**src/rtl/dual_beam_pkg.sv**
```systemverilog
// Shared definitions for the dual-beam threshold servo: widths, beam indices,
// load-sequence states and the chip-enable encodings seen by the trigger stage.
package dual_beam_pkg;

  localparam int unsigned THRESH_BITS = 18;
  localparam int unsigned MAX_THRESH  = 246016;

  localparam int unsigned BEAM_A = 1;
  localparam int unsigned BEAM_B = 0;

  typedef enum logic [1:0] {
    IDLE   = 2'd0,
    LOAD_A = 2'd1,
    LOAD_B = 2'd2,
    UPDATE = 2'd3
  } load_state_t;

  localparam logic [1:0] CE_A    = 2'b10;
  localparam logic [1:0] CE_B    = 2'b01;
  localparam logic [1:0] CE_NONE = 2'b00;

endpackage

```
**src/rtl/dual_beam_thresh_servo_counter.sv**
```systemverilog
// Per-beam saturating trigger counter; latches its final value at period end
// and restarts so the next period counts from the following cycle.
module beam_rate_counter
  import dual_beam_pkg::*;
#(
  parameter int unsigned CNT_BITS = 16
) (
  input  logic                clk_i,
  input  logic                rst_i,
  input  logic                trigger_i,
  input  logic                period_end_i,
  output logic [CNT_BITS-1:0] count_o,
  output logic [CNT_BITS-1:0] final_o
);

  localparam logic [CNT_BITS-1:0] CNT_MAX = '1;

  logic [CNT_BITS-1:0] acc_q;
  logic [CNT_BITS-1:0] acc_inc;

  // final_o includes the trigger present in the current cycle.
  always_comb begin
    acc_inc = acc_q;
    if (trigger_i && (acc_q != CNT_MAX)) acc_inc = acc_q + 1'b1;
  end

  assign final_o = acc_inc;

  // NOTE: state updates use non-blocking assignments so every register samples
  // pre-edge values, independent of process ordering.
  always_ff @(posedge clk_i or posedge rst_i) begin
    if (rst_i) begin
      acc_q   <= '0;
      count_o <= '0;
    end else if (period_end_i) begin
      acc_q   <= '0;
      count_o <= acc_inc;
    end else begin
      acc_q   <= acc_inc;
    end
  end

endmodule

```
**src/rtl/dual_beam_thresh_servo.sv**
```systemverilog
// Closed-loop threshold servo for the dual-beam trigger stage: measures trigger
// rates per gate period, nudges each threshold and replays the load protocol.
module dual_beam_thresh_servo #(
  parameter int unsigned THRESH_BITS = dual_beam_pkg::THRESH_BITS,
  parameter int unsigned CNT_BITS    = 16,
  parameter int unsigned PERIOD      = 1048576,
  parameter int unsigned MAX_THRESH  = dual_beam_pkg::MAX_THRESH,
  parameter int unsigned INIT_THRESH = 246016
) (
  input  logic                   clk_i,
  input  logic                   rst_i,
  input  logic [1:0]             trigger_i,
  input  logic                   en_i,
  input  logic [CNT_BITS-1:0]    target_i,
  input  logic [7:0]             step_i,
  input  logic                   thresh_wr_i,
  input  logic                   thresh_sel_i,
  input  logic [THRESH_BITS-1:0] thresh_wdata_i,
  output logic [THRESH_BITS-1:0] thresh_o,
  output logic [1:0]             thresh_ce_o,
  output logic                   update_o,
  output logic [THRESH_BITS-1:0] thresh_a_o,
  output logic [THRESH_BITS-1:0] thresh_b_o,
  output logic [CNT_BITS-1:0]    count_a_o,
  output logic [CNT_BITS-1:0]    count_b_o,
  output logic                   count_valid_o,
  output logic                   busy_o
);

  import dual_beam_pkg::*;

  localparam int unsigned PW = (PERIOD > 1) ? $clog2(PERIOD) : 1;
  localparam logic [THRESH_BITS-1:0] MAX_T  = THRESH_BITS'(MAX_THRESH);
  localparam logic [THRESH_BITS-1:0] INIT_T = THRESH_BITS'(INIT_THRESH);
  localparam logic [THRESH_BITS:0]   MAX_W  = (THRESH_BITS+1)'(MAX_THRESH);

  // Saturating step toward the target rate; higher count means raise threshold.
  function automatic logic [THRESH_BITS-1:0] servo_next(
    input logic [THRESH_BITS-1:0] th,
    input logic [CNT_BITS-1:0]    cnt,
    input logic [CNT_BITS-1:0]    tgt,
    input logic [7:0]             step
  );
    logic [THRESH_BITS-1:0] step_ext;
    logic [THRESH_BITS:0]   sum;
    step_ext = {{(THRESH_BITS-8){1'b0}}, step};
    sum      = {1'b0, th} + {1'b0, step_ext};
    if (cnt > tgt)      return (sum > MAX_W) ? MAX_T : sum[THRESH_BITS-1:0];
    else if (cnt < tgt) return (th < step_ext) ? '0 : th - step_ext;
    else                return th;
  endfunction

  logic [PW-1:0]          period_q;
  logic                   period_end;
  logic [CNT_BITS-1:0]    final_a, final_b;
  logic [THRESH_BITS-1:0] thresh_a_q, thresh_b_q, thresh_a_d, thresh_b_d;
  logic [THRESH_BITS-1:0] wdata_clamped;
  logic                   pend_set, pending_q, pending_d;
  load_state_t            state_q, state_d;
  logic [THRESH_BITS-1:0] thresh_d;
  logic [1:0]             ce_d;
  logic                   update_d, busy_d;

  assign period_end = (period_q == PW'(PERIOD - 1));

  always_ff @(posedge clk_i or posedge rst_i) begin
    if (rst_i) begin
      period_q      <= '0;
      count_valid_o <= 1'b0;
    end else begin
      period_q      <= period_end ? '0 : period_q + 1'b1;
      count_valid_o <= period_end;
    end
  end

  beam_rate_counter #(.CNT_BITS(CNT_BITS)) u_cnt_a (
    .clk_i        (clk_i),
    .rst_i        (rst_i),
    .trigger_i    (trigger_i[BEAM_A]),
    .period_end_i (period_end),
    .count_o      (count_a_o),
    .final_o      (final_a)
  );

  beam_rate_counter #(.CNT_BITS(CNT_BITS)) u_cnt_b (
    .clk_i        (clk_i),
    .rst_i        (rst_i),
    .trigger_i    (trigger_i[BEAM_B]),
    .period_end_i (period_end),
    .count_o      (count_b_o),
    .final_o      (final_b)
  );

  assign wdata_clamped = (thresh_wdata_i > MAX_T) ? MAX_T : thresh_wdata_i;

  // Direct write is applied last so it overrides a coincident servo step.
  // NOTE: every combinational output gets a default first, so no path leaves a
  // value unassigned and no latch is inferred.
  always_comb begin
    thresh_a_d = thresh_a_q;
    thresh_b_d = thresh_b_q;
    if (period_end && en_i) begin
      thresh_a_d = servo_next(thresh_a_q, final_a, target_i, step_i);
      thresh_b_d = servo_next(thresh_b_q, final_b, target_i, step_i);
    end
    if (thresh_wr_i) begin
      if (thresh_sel_i) thresh_a_d = wdata_clamped;
      else              thresh_b_d = wdata_clamped;
    end
  end

  assign pend_set = thresh_wr_i || (thresh_a_d != thresh_a_q) || (thresh_b_d != thresh_b_q);

  // A set arriving on the same edge as the IDLE->LOAD_A clear is retained.
  always_comb begin
    pending_d = pending_q;
    if (state_q == IDLE && pending_q) pending_d = 1'b0;
    if (pend_set)                     pending_d = 1'b1;
  end

  always_comb begin
    state_d = state_q;
    unique case (state_q)
      IDLE:    if (pending_q) state_d = LOAD_A;
      LOAD_A:  state_d = LOAD_B;
      LOAD_B:  state_d = UPDATE;
      UPDATE:  state_d = IDLE;
      default: state_d = IDLE;
    endcase
  end

  // Outputs decode the next state so they are registered alongside it.
  always_comb begin
    thresh_d = thresh_o;
    ce_d     = CE_NONE;
    update_d = 1'b0;
    unique case (state_d)
      LOAD_A: begin
        thresh_d = thresh_a_q;
        ce_d     = CE_A;
      end
      LOAD_B: begin
        thresh_d = thresh_b_q;
        ce_d     = CE_B;
      end
      UPDATE:  update_d = 1'b1;
      default: ;
    endcase
    busy_d = (state_d != IDLE) || pending_d;
  end

  always_ff @(posedge clk_i or posedge rst_i) begin
    if (rst_i) begin
      state_q    <= IDLE;
      pending_q  <= 1'b1;
      thresh_a_q <= INIT_T;
      thresh_b_q <= INIT_T;
    end else begin
      state_q    <= state_d;
      pending_q  <= pending_d;
      thresh_a_q <= thresh_a_d;
      thresh_b_q <= thresh_b_d;
    end
  end

  always_ff @(posedge clk_i or posedge rst_i) begin
    if (rst_i) begin
      thresh_o    <= '0;
      thresh_ce_o <= CE_NONE;
      update_o    <= 1'b0;
      busy_o      <= 1'b1;
    end else begin
      thresh_o    <= thresh_d;
      thresh_ce_o <= ce_d;
      update_o    <= update_d;
      busy_o      <= busy_d;
    end
  end

  assign thresh_a_o = thresh_a_q;
  assign thresh_b_o = thresh_b_q;

endmodule

```
**config.mk**
```make
export PLATFORM = sky130hd
export DESIGN_NAME = dual_beam_thresh_servo
export DESIGN_NICKNAME = d
export VERILOG_FILES = /design/src/rtl/dual_beam_pkg.sv /design/src/rtl/dual_beam_thresh_servo_counter.sv /design/src/rtl/dual_beam_thresh_servo.sv
export SDC_FILE = /design/constraint.sdc
export NUM_CORES = 1
export LEC_CHECK = 0
export BUFFER_PORTS_ARGS = -buffer_cell sky130_fd_sc_hd__buf_2
export CAP_MARGIN = 20
export CORE_MARGIN = 1.5
export CORE_UTILIZATION = 35
export CTS_CLUSTER_SIZE = 24
export DETAILED_ROUTE_END_ITERATION = 6
export SLEW_MARGIN = 0
export SYNTH_ARGS = -nofsm -noshare
export SYNTH_HDL_FRONTEND = slang
export SYNTH_SLANG_ARGS = --single-unit
```
**constraint.sdc**
```tcl
create_clock -name clk_i -period 9.05 [get_ports clk_i]
set_input_delay 1.81 -clock clk_i [delete_from_list [all_inputs] [get_ports clk_i]]
set_output_delay 1.81 -clock clk_i [all_outputs]
set_load 0.01 [all_outputs]
```
==> results_tabular.tex <==
\begin{tabular}{lr}
\hline
Metric & Value \\
\hline
\multicolumn{2}{l}{\textbf{Synth}} \\
\quad Synth warn & 0 \\
\quad Number of synthesized flops with an enable pin & 0 \\
\quad Cells after synthesis & about 1,500 \\
\quad Top cells by area, synth & dfrtp\_1, ha\_1, o21ai\_0 \\
\quad Predominant post-synthesis flop cell & dfrtp\_1 \\
\quad Number of storage elements in the synthesis netlist & around 150 \\
\quad Dominant cell by count in the synthesized netlist & nand2\_1 \\
\quad Synthesized net count & $\sim$1,700 \\
\quad Async S/R FF share, synth & 100\% \\
\quad Avg Inst Size Synth & between 7 and 8 µm² \\
\quad Leading area contributor after synthesis & dfrtp\_1 \\
\quad Count of cell types in the netlist & 90 \\
\quad Share of the synthesized area in the top cell type & 27.5\% \\
\quad Share of synthesized area occupied by flip-flops and latches & between 30\% and 40\% \\
\quad Post-synthesis cell area & about 0.012 mm² \\
\quad Leading cell types by count after synthesis & nand2\_1, dfrtp\_1, nor2\_1, o21ai\_0, a21oi\_1 \\
\multicolumn{2}{l}{\textbf{Clock network}} \\
\quad Number of cells upsized or downsized after cts & 0 \\
\quad Cell chosen for the clock root & clkbuf\_16 \\
\quad Count of clock tree sinks & approximately 150 \\
\quad CTS tree & built \\
\quad Maximum number of buffers from clock root to sink & 2 \\
\quad Worst skew pair latency & 0.45 ns \\
\quad Post-CTS Setup Bufs & 0 \\
\quad H-tree lvl count & 4 \\
\quad CTS Buf Count & 17 \\
\quad Register clock-pin slew on the reported worst setup and hold paths & approximately 0.060 ns \\
\quad Number of hold-repair buffers added at the cts stage & 0 \\
\multicolumn{2}{l}{\textbf{GRT}} \\
\quad Via count of the first global-routing pass & around 12,000 \\
\quad Maximum number of pins on one net before global-route repair & 80 \\
\quad Number of antenna violations at the first check in global routing & 0 \\
\quad Total gr overflow & 0 \\
\quad First-pass GRT wire length & slightly above 70,000 µm \\
\quad Total Routing Usage GR & a little over a quarter \\
\multicolumn{2}{l}{\textbf{Timing}} \\
\quad Worst clock skew on the final layout & 0.0157 ns \\
\quad Shortest clock period the worst path allows after layout & just under 7 ns \\
\quad Count of final max-slew check failures & 0 \\
\quad Worst-case headroom to the max-slew limit & 26.0\% \\
\quad Least-Margin Pin Slew & about 1.1 ns \\
\quad Fmax achieved & 147 MHz \\
\quad Count of endpoints failing setup in the final report & 0 \\
\quad Unrepaired setup endpoints after global routing & false \\
\quad Hold\_ws & $\sim$0.47 ns \\
\quad Part of the cycle the worst path needs & roughly three quarters \\
\quad Endpoints failing hold & 0 \\
\quad Final-layout setup total negative slack & 0 ns \\
\multicolumn{2}{l}{\textbf{Layout}} \\
\quad Fin nets & 1,757 \\
\quad Multi-input gate area & 0.00787 mm² \\
\quad Filler Cell Count & between 3,000 and 4,000 \\
\quad Synthesis-to-finish area growth & 14.1\% \\
\quad Total area of sequential cells & 0.00367 mm² \\
\quad Ratio of cells with drive above 1 in the final layout & between 10\% and 20\% \\
\quad Final cell utilization of the core & around 40\% \\
\quad Post-route cell area & about 0.014 mm² \\
\quad Number of antenna repair diodes & 0 \\
\multicolumn{2}{l}{\textbf{Place}} \\
\quad Total cell area at the placement stage & between 0.01 and 0.015 mm² \\
\quad Half-perimeter wire length after placement & between 30,000 and 40,000 µm \\
\quad Weighted congestion reported at the end of routability-driven placement & 0.985 \\
\quad Port buffer count & $\sim$140 \\
\multicolumn{2}{l}{\textbf{Die}} \\
\quad Core outline area & $\sim$0.034 mm² \\
\quad Initial standard-cell utilization of the core & $\sim$35\% \\
\quad Die width & $\sim$190 µm \\
\quad Die Outline Area & 0.0359 mm² \\
\quad DIE HEIGHT & 190 µm \\
\quad Number of top-level pins & 140 \\
\quad Number of rows in the core area & slightly below 70 \\
\multicolumn{2}{l}{\textbf{Routing}} \\
\quad Antenna viol nets, final & 0 \\
\quad Vias after detailed routing & 12,600 \\
\quad Initial DRC count & 1,447 \\
\quad Total wire length after detailed routing & approximately 47,000 µm \\
\quad First-pass detailed-route iteration total & 7 \\
\quad DRC violation count after routing & 0 \\
\quad Routed wire per std cell & approximately 23 µm \\
\quad Vias/cell & between 5 and 6 \\
\multicolumn{2}{l}{\textbf{Min path}} \\
\quad Start point of the worst hold path & period\_q[18] \\
\quad Kind of path behind the tightest hold check & reg2reg \\
\multicolumn{2}{l}{\textbf{Critical path}} \\
\quad Worst setup slack for register-to-register paths & around 2.3 ns \\
\quad Destination of the critical timing path & busy\_o \\
\quad Category of the worst setup path capture point & flip-flop \\
\quad WP data arrival & roughly 7.2 ns \\
\quad Worst setup SP type & input pin \\
\quad Crit-path max FO & 14 \\
\quad Worst setup path start & trigger\_i[1] \\
\quad Data required, critical path & between 9 and 10 ns \\
\quad Reg-to-reg endpoint & busy\_o \\
\quad Worst flop-to-flop path startpoint & u\_cnt\_b.acc\_q[6] \\
\quad Register-to-Register Path Depth & 22 \\
\quad CP Class & in2reg \\
\multicolumn{2}{l}{\textbf{Power and ir drop}} \\
\quad Power density normalized to cell area & 194 mW/mm² \\
\quad VDD IR-drop max & 0.155 mV \\
\quad Leak pwr & 6.20 nW \\
\multicolumn{2}{l}{\textbf{Run}} \\
\quad Max\_cap viols & 0 \\
\multicolumn{2}{l}{\textbf{Outcome}} \\
\quad Run status & finished clean \\
\hline
\end{tabular}
-- metrics by stage --
step / instances / power, mW / setup WS (ns)
global placement: 2064 / 1.94 / 1.94
finish: 2100 / 2.70 / 2.23
detailed placement: 2066 / 1.96 / 1.83
CTS: 2098 / 2.70 / 2.29
floorplan: 1538 / 1.60 / 3.02
global route: 2100 / 2.88 / 1.76
-- metal layers --
| metal | part of all wire, % | global-route usage (%) | up-vias |
|---|---|---|---|
| met5 | 0 | 0 | - |
| met4 | 3.1 | 9.40 | 0 |
| met3 | 9.8 | 6.92 | 87 |
| met2 | 43 | 39.2 | 627 |
| met1 | 44 | 36.6 | 6038 |
| li1 | - | - | 5799 |
-- cell type report --
| class | count | share of cell area (%) |
|---|---|---|
| well taps | 455 | 4.10 |
| inverters | 85 | 2.33 |
| clock inverters | 12 | 1.06 |
| multi-input cells | 1221 | 56.6 |
| clock buffers | 20 | 3.21 |
| repair buffers | 161 | 6.28 |
| flip-flops and latches | 146 | 26.4 |
-- power by group --
| group | switching, mW | total, mW | internal [mW] |
|---|---|---|---|
| sequential | 0.141 | 0.902 | 0.761 |
| clock | 0.313 | 0.732 | 0.419 |
| combinational | 0.681 | 1.07 | 0.388 |
-- worst max-delay path, cell delays in order --
cell,delay [ns]
buf_2,0.09
o31a_1,0.23
and4_1,0.32
nor2b_1,0.20
nand4_1,0.13
xor2_1,0.25
inv_1,0.08
ha_1,0.30
nand4_1,0.16
nor4_1,0.48
a21boi_1,0.50
nor3_1,0.12
buf_4,0.22
o21ai_1,0.53
a2111oi_0,0.19
or4_1,0.55
nor4_1,0.32
nand4_1,0.13
nor4_1,0.38
nand4_1,0.16
-- cell families (layout without fill, tap and decap cells) --
logic type	count (synthesis)	count (layout)	synth area share, %
buf+inv	171	278	5.42
flops	146	146	30.1
fa+ha+maj	76	76	8.05
mux	27	27	2.24
simple gates	595	595	24.5
xor+xnor	83	83	5.97
compound gates	440	440	23.8
-- sequential cells by signal, summed over array words and instances (netlist names) --
| name | cells |
|---|---|
| u_cnt_a.count_o | 16 |
| update_o | 1 |
| pending_q | 1 |
| count_valid_o | 1 |
| u_cnt_b.count_o | 16 |
| thresh_o | 18 |
| thresh_b_o | 18 |
| thresh_a_o | 18 |
| state_q | 2 |
| period_q | 20 |
| u_cnt_b.acc_q | 16 |
| thresh_ce_o | 2 |
| busy_o | 1 |
| u_cnt_a.acc_q | 16 |
-- worst min path at each step --
stage / slack [ns] / cells after the start / to
6_report: 0.47 / 1 / period_q[18]
2_1_floorplan: 0.43 / 1 / period_q[18]
4_1_cts: 0.48 / 1 / period_q[10]
5_1_grt: 0.48 / 1 / period_q[10]
3_5_place_dp: 0.46 / 1 / period_q[10]
3_3_place_gp: 0.46 / 1 / period_q[10]
-- cell usage in the layout (no fill, tap or decap), drive strengths merged, types with 7 or more instances in the layout --
cell / instances
buf: 160
nand2: 157
o21ai: 136
dfrtp: 134
nor2: 130
a21oi: 98
inv: 90
ha: 72
nand3: 58
xnor2: 51
nand4: 43
nor3: 41
xor2: 32
mux2i: 25
and3: 24
nor2b: 24
nand2b: 22
nor4: 22
a211oi: 21
clkbuf: 21
a21o: 19
or3: 16
and2: 13
o21a: 13
o22ai: 13
and4: 12
o31ai: 12
a31oi: 12
dfstp: 12
or4: 10
a2111oi: 10
o221ai: 9
o211ai: 8
o31a: 7
a22oi: 7
Note: power is estimated with default switching activity, not from simulation.
